### config.mk
export PLATFORM = sky130hd
export DESIGN_NAME = cnn_layer_accel_awe_weight_seq
export DESIGN_NICKNAME = d
export VERILOG_FILES = /design/src/rtl/cnn_layer_accel_awe_pkg.sv /design/src/rtl/cnn_layer_accel_awe_rd_ctr.sv /design/src/rtl/cnn_layer_accel_awe_weight_seq.sv
export SDC_FILE = /design/constraint.sdc
export NUM_CORES = 1
export LEC_CHECK = 0
export CORE_MARGIN = 2
export CORE_UTILIZATION = 45
export CTS_BUF_LIST = sky130_fd_sc_hd__clkbuf_4 sky130_fd_sc_hd__clkbuf_8 sky130_fd_sc_hd__clkbuf_16
export CTS_CLUSTER_DIAMETER = 80
export DETAILED_ROUTE_END_ITERATION = 8
export PLACE_DENSITY = 0.82
export SLEW_MARGIN = 40
export SYNTH_ARGS = -nofsm -noshare
export SYNTH_HDL_FRONTEND = slang
export SYNTH_HIERARCHICAL = 1
export SYNTH_SLANG_ARGS = --single-unit
### constraint.sdc
create_clock -name clk -period 4.1 [get_ports clk]
set_input_delay 1.23 -clock clk [delete_from_list [all_inputs] [get_ports clk]]
set_output_delay 1.23 -clock clk [all_outputs]
set_load 0.01 [all_outputs]
### src/rtl/cnn_layer_accel_awe_pkg.sv
// Shared definitions for the AWE weight sequencer and its weight table.
package cnn_layer_accel_awe_pkg;

  localparam int unsigned AWE_WIDTH   = 32;
  localparam int unsigned AWE_N_DEPTH = 256;
  localparam int unsigned AWE_W_DEPTH = 8;
  localparam int unsigned AWE_P_WIDTH = 16;

  typedef enum logic [1:0] {
    ST_IDLE   = 2'd0,
    ST_LOAD   = 2'd1,
    ST_LOADED = 2'd2,
    ST_RUN    = 2'd3
  } awe_state_t;

endpackage

### src/rtl/cnn_layer_accel_awe_rd_ctr.sv
// Replay read counter: walks the table address 0..num_wts-1, wrapping once
// per pass, and flags the last word of a pass and the final pass.
module cnn_layer_accel_awe_rd_ctr
  import cnn_layer_accel_awe_pkg::*;
#(
  parameter int unsigned W_DEPTH = AWE_W_DEPTH,
  parameter int unsigned P_WIDTH = AWE_P_WIDTH
) (
  input  logic               clk,
  input  logic               rst,
  input  logic               clear,
  input  logic               advance,
  input  logic [W_DEPTH:0]   num_wts,
  input  logic [P_WIDTH-1:0] num_passes,
  output logic [W_DEPTH-1:0] addr,
  output logic               last,
  output logic               last_pass
);

  localparam logic [W_DEPTH:0]   PTR_ONE  = (W_DEPTH+1)'(1);
  localparam logic [P_WIDTH-1:0] PASS_ONE = P_WIDTH'(1);

  // One extra pointer bit so a full-depth table never overflows.
  logic [W_DEPTH:0]   rd_ptr;
  logic [P_WIDTH-1:0] pass_cnt;

  assign last      = (rd_ptr == num_wts - PTR_ONE);
  assign last_pass = (pass_cnt == num_passes - PASS_ONE);
  assign addr      = rd_ptr[W_DEPTH-1:0];

  // Advance the pointer on each issued read; wrap and count a pass at the end.
  always_ff @(posedge clk) begin
    if (rst || clear) begin
      rd_ptr   <= '0;
      pass_cnt <= '0;
    end else if (advance) begin
      if (last) begin
        rd_ptr   <= '0;
        pass_cnt <= pass_cnt + PASS_ONE;
      end else begin
        rd_ptr <= rd_ptr + PTR_ONE;
      end
    end
  end

endmodule

### src/rtl/cnn_layer_accel_awe_weight_seq.sv
// AWE weight sequencer: loads a kernel's weights into the weight table over a
// valid/ready stream, then replays them in address order for a number of passes.
module cnn_layer_accel_awe_weight_seq
  import cnn_layer_accel_awe_pkg::*;
#(
  parameter int unsigned WIDTH   = AWE_WIDTH,
  parameter int unsigned N_DEPTH = AWE_N_DEPTH,
  parameter int unsigned W_DEPTH = AWE_W_DEPTH,
  parameter int unsigned P_WIDTH = AWE_P_WIDTH
) (
  input  logic               clk,
  input  logic               rst,
  input  logic               cfg_load,
  input  logic [W_DEPTH:0]   cfg_num_wts,
  input  logic               wt_in_valid,
  input  logic [WIDTH-1:0]   wt_in_data,
  output logic               wt_in_ready,
  input  logic               run_start,
  input  logic [P_WIDTH-1:0] run_num_passes,
  input  logic               run_stall,
  output logic               wt_out_valid,
  output logic [WIDTH-1:0]   wt_out_data,
  output logic               wt_out_last,
  output logic               wt_out_last_pass,
  output logic               busy,
  output logic               done,
  output logic [W_DEPTH-1:0] tbl_addr,
  output logic               tbl_we,
  output logic [WIDTH-1:0]   tbl_din,
  input  logic [WIDTH-1:0]   tbl_dout
);

  localparam logic [W_DEPTH:0] PTR_ONE = (W_DEPTH+1)'(1);
  localparam logic [W_DEPTH:0] NMAX    = (W_DEPTH+1)'(N_DEPTH);

  awe_state_t         state;
  logic [W_DEPTH:0]   num_wts;
  logic [W_DEPTH:0]   wr_ptr;
  logic [P_WIDTH-1:0] num_passes;

  logic               cfg_ok;
  logic               run_go;
  logic               load_acc;
  logic               issue;
  logic [W_DEPTH-1:0] rd_addr;
  logic               rd_last;
  logic               rd_last_pass;

  assign cfg_ok   = cfg_load && (cfg_num_wts != '0) && (cfg_num_wts <= NMAX);
  // A valid reload in LOADED takes priority over a simultaneous run_start.
  assign run_go   = (state == ST_LOADED) && !cfg_ok && run_start && (run_num_passes != '0);
  assign load_acc = (state == ST_LOAD) && wt_in_valid;
  assign issue    = (state == ST_RUN) && !run_stall;

  assign wt_in_ready = (state == ST_LOAD);
  assign busy        = (state == ST_LOAD) || (state == ST_RUN);
  assign wt_out_data = tbl_dout;

  cnn_layer_accel_awe_rd_ctr #(
    .W_DEPTH (W_DEPTH),
    .P_WIDTH (P_WIDTH)
  ) u_rd_ctr (
    .clk        (clk),
    .rst        (rst),
    .clear      (run_go),
    .advance    (issue),
    .num_wts    (num_wts),
    .num_passes (num_passes),
    .addr       (rd_addr),
    .last       (rd_last),
    .last_pass  (rd_last_pass)
  );

  // Control FSM plus the one-stage issued-read flag pipeline matching RAM latency.
  always_ff @(posedge clk) begin
    if (rst) begin
      state            <= ST_IDLE;
      num_wts          <= '0;
      wr_ptr           <= '0;
      num_passes       <= '0;
      wt_out_valid     <= 1'b0;
      wt_out_last      <= 1'b0;
      wt_out_last_pass <= 1'b0;
      done             <= 1'b0;
    end else begin
      wt_out_valid     <= issue;
      wt_out_last      <= issue && rd_last;
      wt_out_last_pass <= issue && rd_last && rd_last_pass;
      done             <= issue && rd_last && rd_last_pass;
      case (state)
        ST_IDLE: begin
          if (cfg_ok) begin
            num_wts <= cfg_num_wts;
            wr_ptr  <= '0;
            state   <= ST_LOAD;
          end
        end
        ST_LOAD: begin
          if (load_acc) begin
            wr_ptr <= wr_ptr + PTR_ONE;
            if (wr_ptr == num_wts - PTR_ONE) state <= ST_LOADED;
          end
        end
        ST_LOADED: begin
          if (cfg_ok) begin
            num_wts <= cfg_num_wts;
            wr_ptr  <= '0;
            state   <= ST_LOAD;
          end else if (run_go) begin
            num_passes <= run_num_passes;
            state      <= ST_RUN;
          end
        end
        ST_RUN: begin
          if (issue && rd_last && rd_last_pass) state <= ST_LOADED;
        end
        default: state <= ST_IDLE;
      endcase
    end
  end

  // Table port: write path driven straight from the load stream, read address in RUN.
  always_comb begin
    tbl_we   = 1'b0;
    tbl_addr = '0;
    tbl_din  = '0;
    case (state)
      ST_LOAD: begin
        if (wt_in_valid) begin
          tbl_we   = 1'b1;
          tbl_addr = wr_ptr[W_DEPTH-1:0];
          tbl_din  = wt_in_data;
        end
      end
      ST_RUN:  tbl_addr = rd_addr;
      default: ;
    endcase
  end

endmodule

==> impl_metrics.yaml <==
outcome:
  status: "finished clean"
worst_setup_path:
  rrSetupSlack_ns: 0.70
  cp.arrival_ns: 2.79
  start_kind: "input pin"
  crit_required_ns: 2.87
  worstRegToRegCells: 10
  r2r-start: "num_passes[0]$_SDFFE_PP0P_"
  endpoint_kind: "output port"
  crit_type: "in2out"
  critPathMaxFanout: 24
  rr_endpoint: "state[0]$_SDFFE_PP0P_"
power_and_ir_drop:
  ir_worst_vdd_uv: 122.1
  p_leak_nw: 1.944
  power_density_mw_per_mm2: 238.6
sta:
  grt_setup_unrepaired: "no"
  period_needed_ns: 4.017
  fin_tns_setup_ns: 0
  finalSetupViolations: 0
  fin_crit_sh_pct: 97.97
  max_freq_mhz: 249.0
  finalWorstSetupSlack_ns: 0.08316
  finalHoldViolations: 0
  skew_ns: 0.01142
  relSlewSlack_pct: 58.56
  slew_viol_final: 0
  tightest_slew_ns: 0.6215
placement:
  place_ws_ns: 0.07526
  gp_congestion: 0.8488
  place_hpwl_um: 9392
  io_buffer_count: 109
grt:
  overflow: 0
  grt_max_degree: 48
  grt_pass1_vias: 4197
  grt_first_pass_wirelength_um: 20160
  antenna_found_initial: 0
  grt_use_total_pct: 22.48
synthesis:
  synth_top_cell_by_area: "dfxtp_1"
  yosysWarnings: 6
  synth_cells: 559
  avgSynthCellArea_um2: 8.147
  syn-num-nets: 660
  ys_types: 66
  syn_area_mm2: 0.004554
  netlist.area_leader.share_pct: 28.13
  yosys-top-cells-area: "dfxtp_1 (28%), buf_4 (6.8%), xnor2_1 (6.0%)"
  ys_ff_latch: 64
  synth_ff_type: "dfxtp_1"
  synthArstFlopShare_pct: 0
  synth_edf_count: 0
  ys_seq_area_share_pct: 28.13
clocking:
  postCtsSetupRepairBufs: 0
  cts-root-buf: "clkbuf_8"
  cts_buffer_depth: 2
  htree_levels: 3
  cts_hold_buf: 0
  clock-sinks: 64
  clkTransAtPathRegs_ns: 0.07
  cts_tree: "done"
  clkLatencyLatePin_ns: 0.35
  numCtsBuffers: 9
layout:
  regArea_mm2: 0.001281
  fillers: 894
  layout.nets: 720
  drive_above_1_share_pct: 6.410
  diodes: 0
  multi_input_area_mm2: 0.002785
  area_growth_pct: 24.45
routing:
  drc: 0
  drtAntennaViolNets: 0
  num_vias: 4278
  drt-pass1-iter-count: 4
  drt_iter0_drc: 175
  routed_wirelength_um: 12460
  post_drt_wl_per_cell_um: 16.46
  vias_per_cell: 5.651
floorplan:
  die_h_um: 104.6
  die_x_um: 104.6
  start_util_pct: 46.38
  row_count: 36
  dieArea_mm2: 0.01094
  ioPinCount: 174
  core_mm2: 0.009819
hold_path:
  min_from: "wr_ptr[8]$_SDFFE_PP0P_"
  hp-class: "reg2reg"
  holdPathStages: 2
  hold_path_end: "wr_ptr[8]$_SDFFE_PP0P_"
flow_run:
  cap_viol_max_count: 0
sequential cells by signal, indices dropped and copies added, names as in the netlist:
signal,cells
num_passes,16
state,2
wt_out_valid,1
wr_ptr,9
num_wts,9
done,1
u_rd_ctr/rd_ptr,9
u_rd_ctr/pass_cnt,16
wt_out_last,1
critical path, stage by stage:
cell             delay [ns]
clkdlybuf4s50_1        0.45
nand2_1                0.08
inv_2                  0.13
buf_12                 0.16
a22o_1                 0.17
clkdlybuf4s50_1        0.55
per-stage QoR:
stage / total power, W / cell area (um^2) / hold WS, ns / std cells / utilization [%]
finish: 0.001352 / 5668 / 0.5048 / 757 / 57.72
global route: 0.001412 / 5668 / 0.5323 / 757 / 57.72
CTS: 0.001359 / 5634 / 0.5051 / 756 / 57.38
detailed placement: 0.0008760 / 5456 / 0.4948 / 740 / 55.57
global placement: 0.0008697 / 5453 / 0.4765 / 740 / 55.53
floorplan: 0.0007961 / 4554 / 0.4635 / 559 / -
Yosys cell counts (3+ instances only):
cell type  count
o31ai_1       14
buf_2          3
nand3_1       11
mux2i_1       24
o21ai_0       10
ha_1           6
nor4_1        12
a22o_1         8
nor3_1        19
nand4b_1       3
buf_4         41
nor2_1        54
xor2_1        26
a21oi_1       23
nand4_1       14
and3_1         3
buf_1          3
dfxtp_1       64
nand2b_1       7
and2_1        35
nand3b_1       6
clkbuf_1      17
xnor2_1       31
a31oi_1        5
inv_1         19
or4_1         14
or3_1          9
nor3b_1        3
nand2_1       28
repair_timing:
item	CTS	global route
endpoints found under the hold margin	0	0
gates resized for setup	0	1
setup endpoints to repair	0	4
routing by layer:
metal / up-vias / share of wire [%] / global-route usage (%)
li1: 2072 / - / -
met1: 2001 / 40 / 25.03
met2: 179 / 51 / 40.80
met3: 26 / 6.8 / 6.550
met4: 0 / 1.9 / 7.619
met5: - / 0 / 0
area by class of cell:
cell class              instances  share of cell area, %
clock buffers                  11                  2.561
clock inverters                 5                 0.5740
inverters                      19                  1.258
multi-input cells             409                  49.14
flip-flops and latches         64                  22.60
well taps                     133                  2.936
repair buffers                116                  20.93
logic make-up (layout without fill, tap and decap cells):
group                    after synthesis  after routing  share of synthesized area [%]
AO/OA/AOI/OAI                         90             90                          14.56
XOR/XNOR                              57             57                          10.96
adder cells (fa/ha/maj)                6              6                          1.648
buffers and inverters                 86            151                          11.24
flip-flops                            64             64                          28.13
multiplexers                          25             25                          5.522
AND/OR/NAND/NOR                      231            231                          27.94
worst max-delay path by stage:
stage                              start                                end  slack, ns  cells after the start
after floorplan           cfg_num_wts[4]  u_rd_ctr/pass_cnt[0]$_SDFFE_PP0P_       0.53                      9
after global placement       wt_in_valid                        tbl_din[31]       0.12                      6
after detailed placement     wt_in_valid                        tbl_addr[2]       0.08                      6
after CTS                    wt_in_valid                        tbl_addr[2]       0.06                      6
after global routing         wt_in_valid                        tbl_addr[2]      0.006                      6
final                        wt_in_valid                        tbl_addr[2]       0.08                      6
power breakdown:
group / switching, W / internal [W]
combinational: 0.0000954 / 0.000126
sequential: 0.0000172 / 0.000628
clock: 0.000245 / 0.000240
placed cells by master (no fill, tap or decap), drive strengths merged, types with 3 or more instances in the layout:
cell and instances:
xnor2 31, and2 35, o21ai 12, o31ai 14, a22o 8, or3 9, a21oi 23, nor3b 3
mux2i 24, buf 6, ha 6, dfxtp 64, or4 16, nor2 54, clkbuf 12, nand2b 7
a31oi 5, nand2 29, nor3 19, nand4b 3, nand4 14, o211ai 3, clkinvlp 3, nand3 11
and3 3, nand3b 6, clkdlybuf4s50 109, xor2 26, nor4 14, inv 19
(Power assumes the default switching activity.)
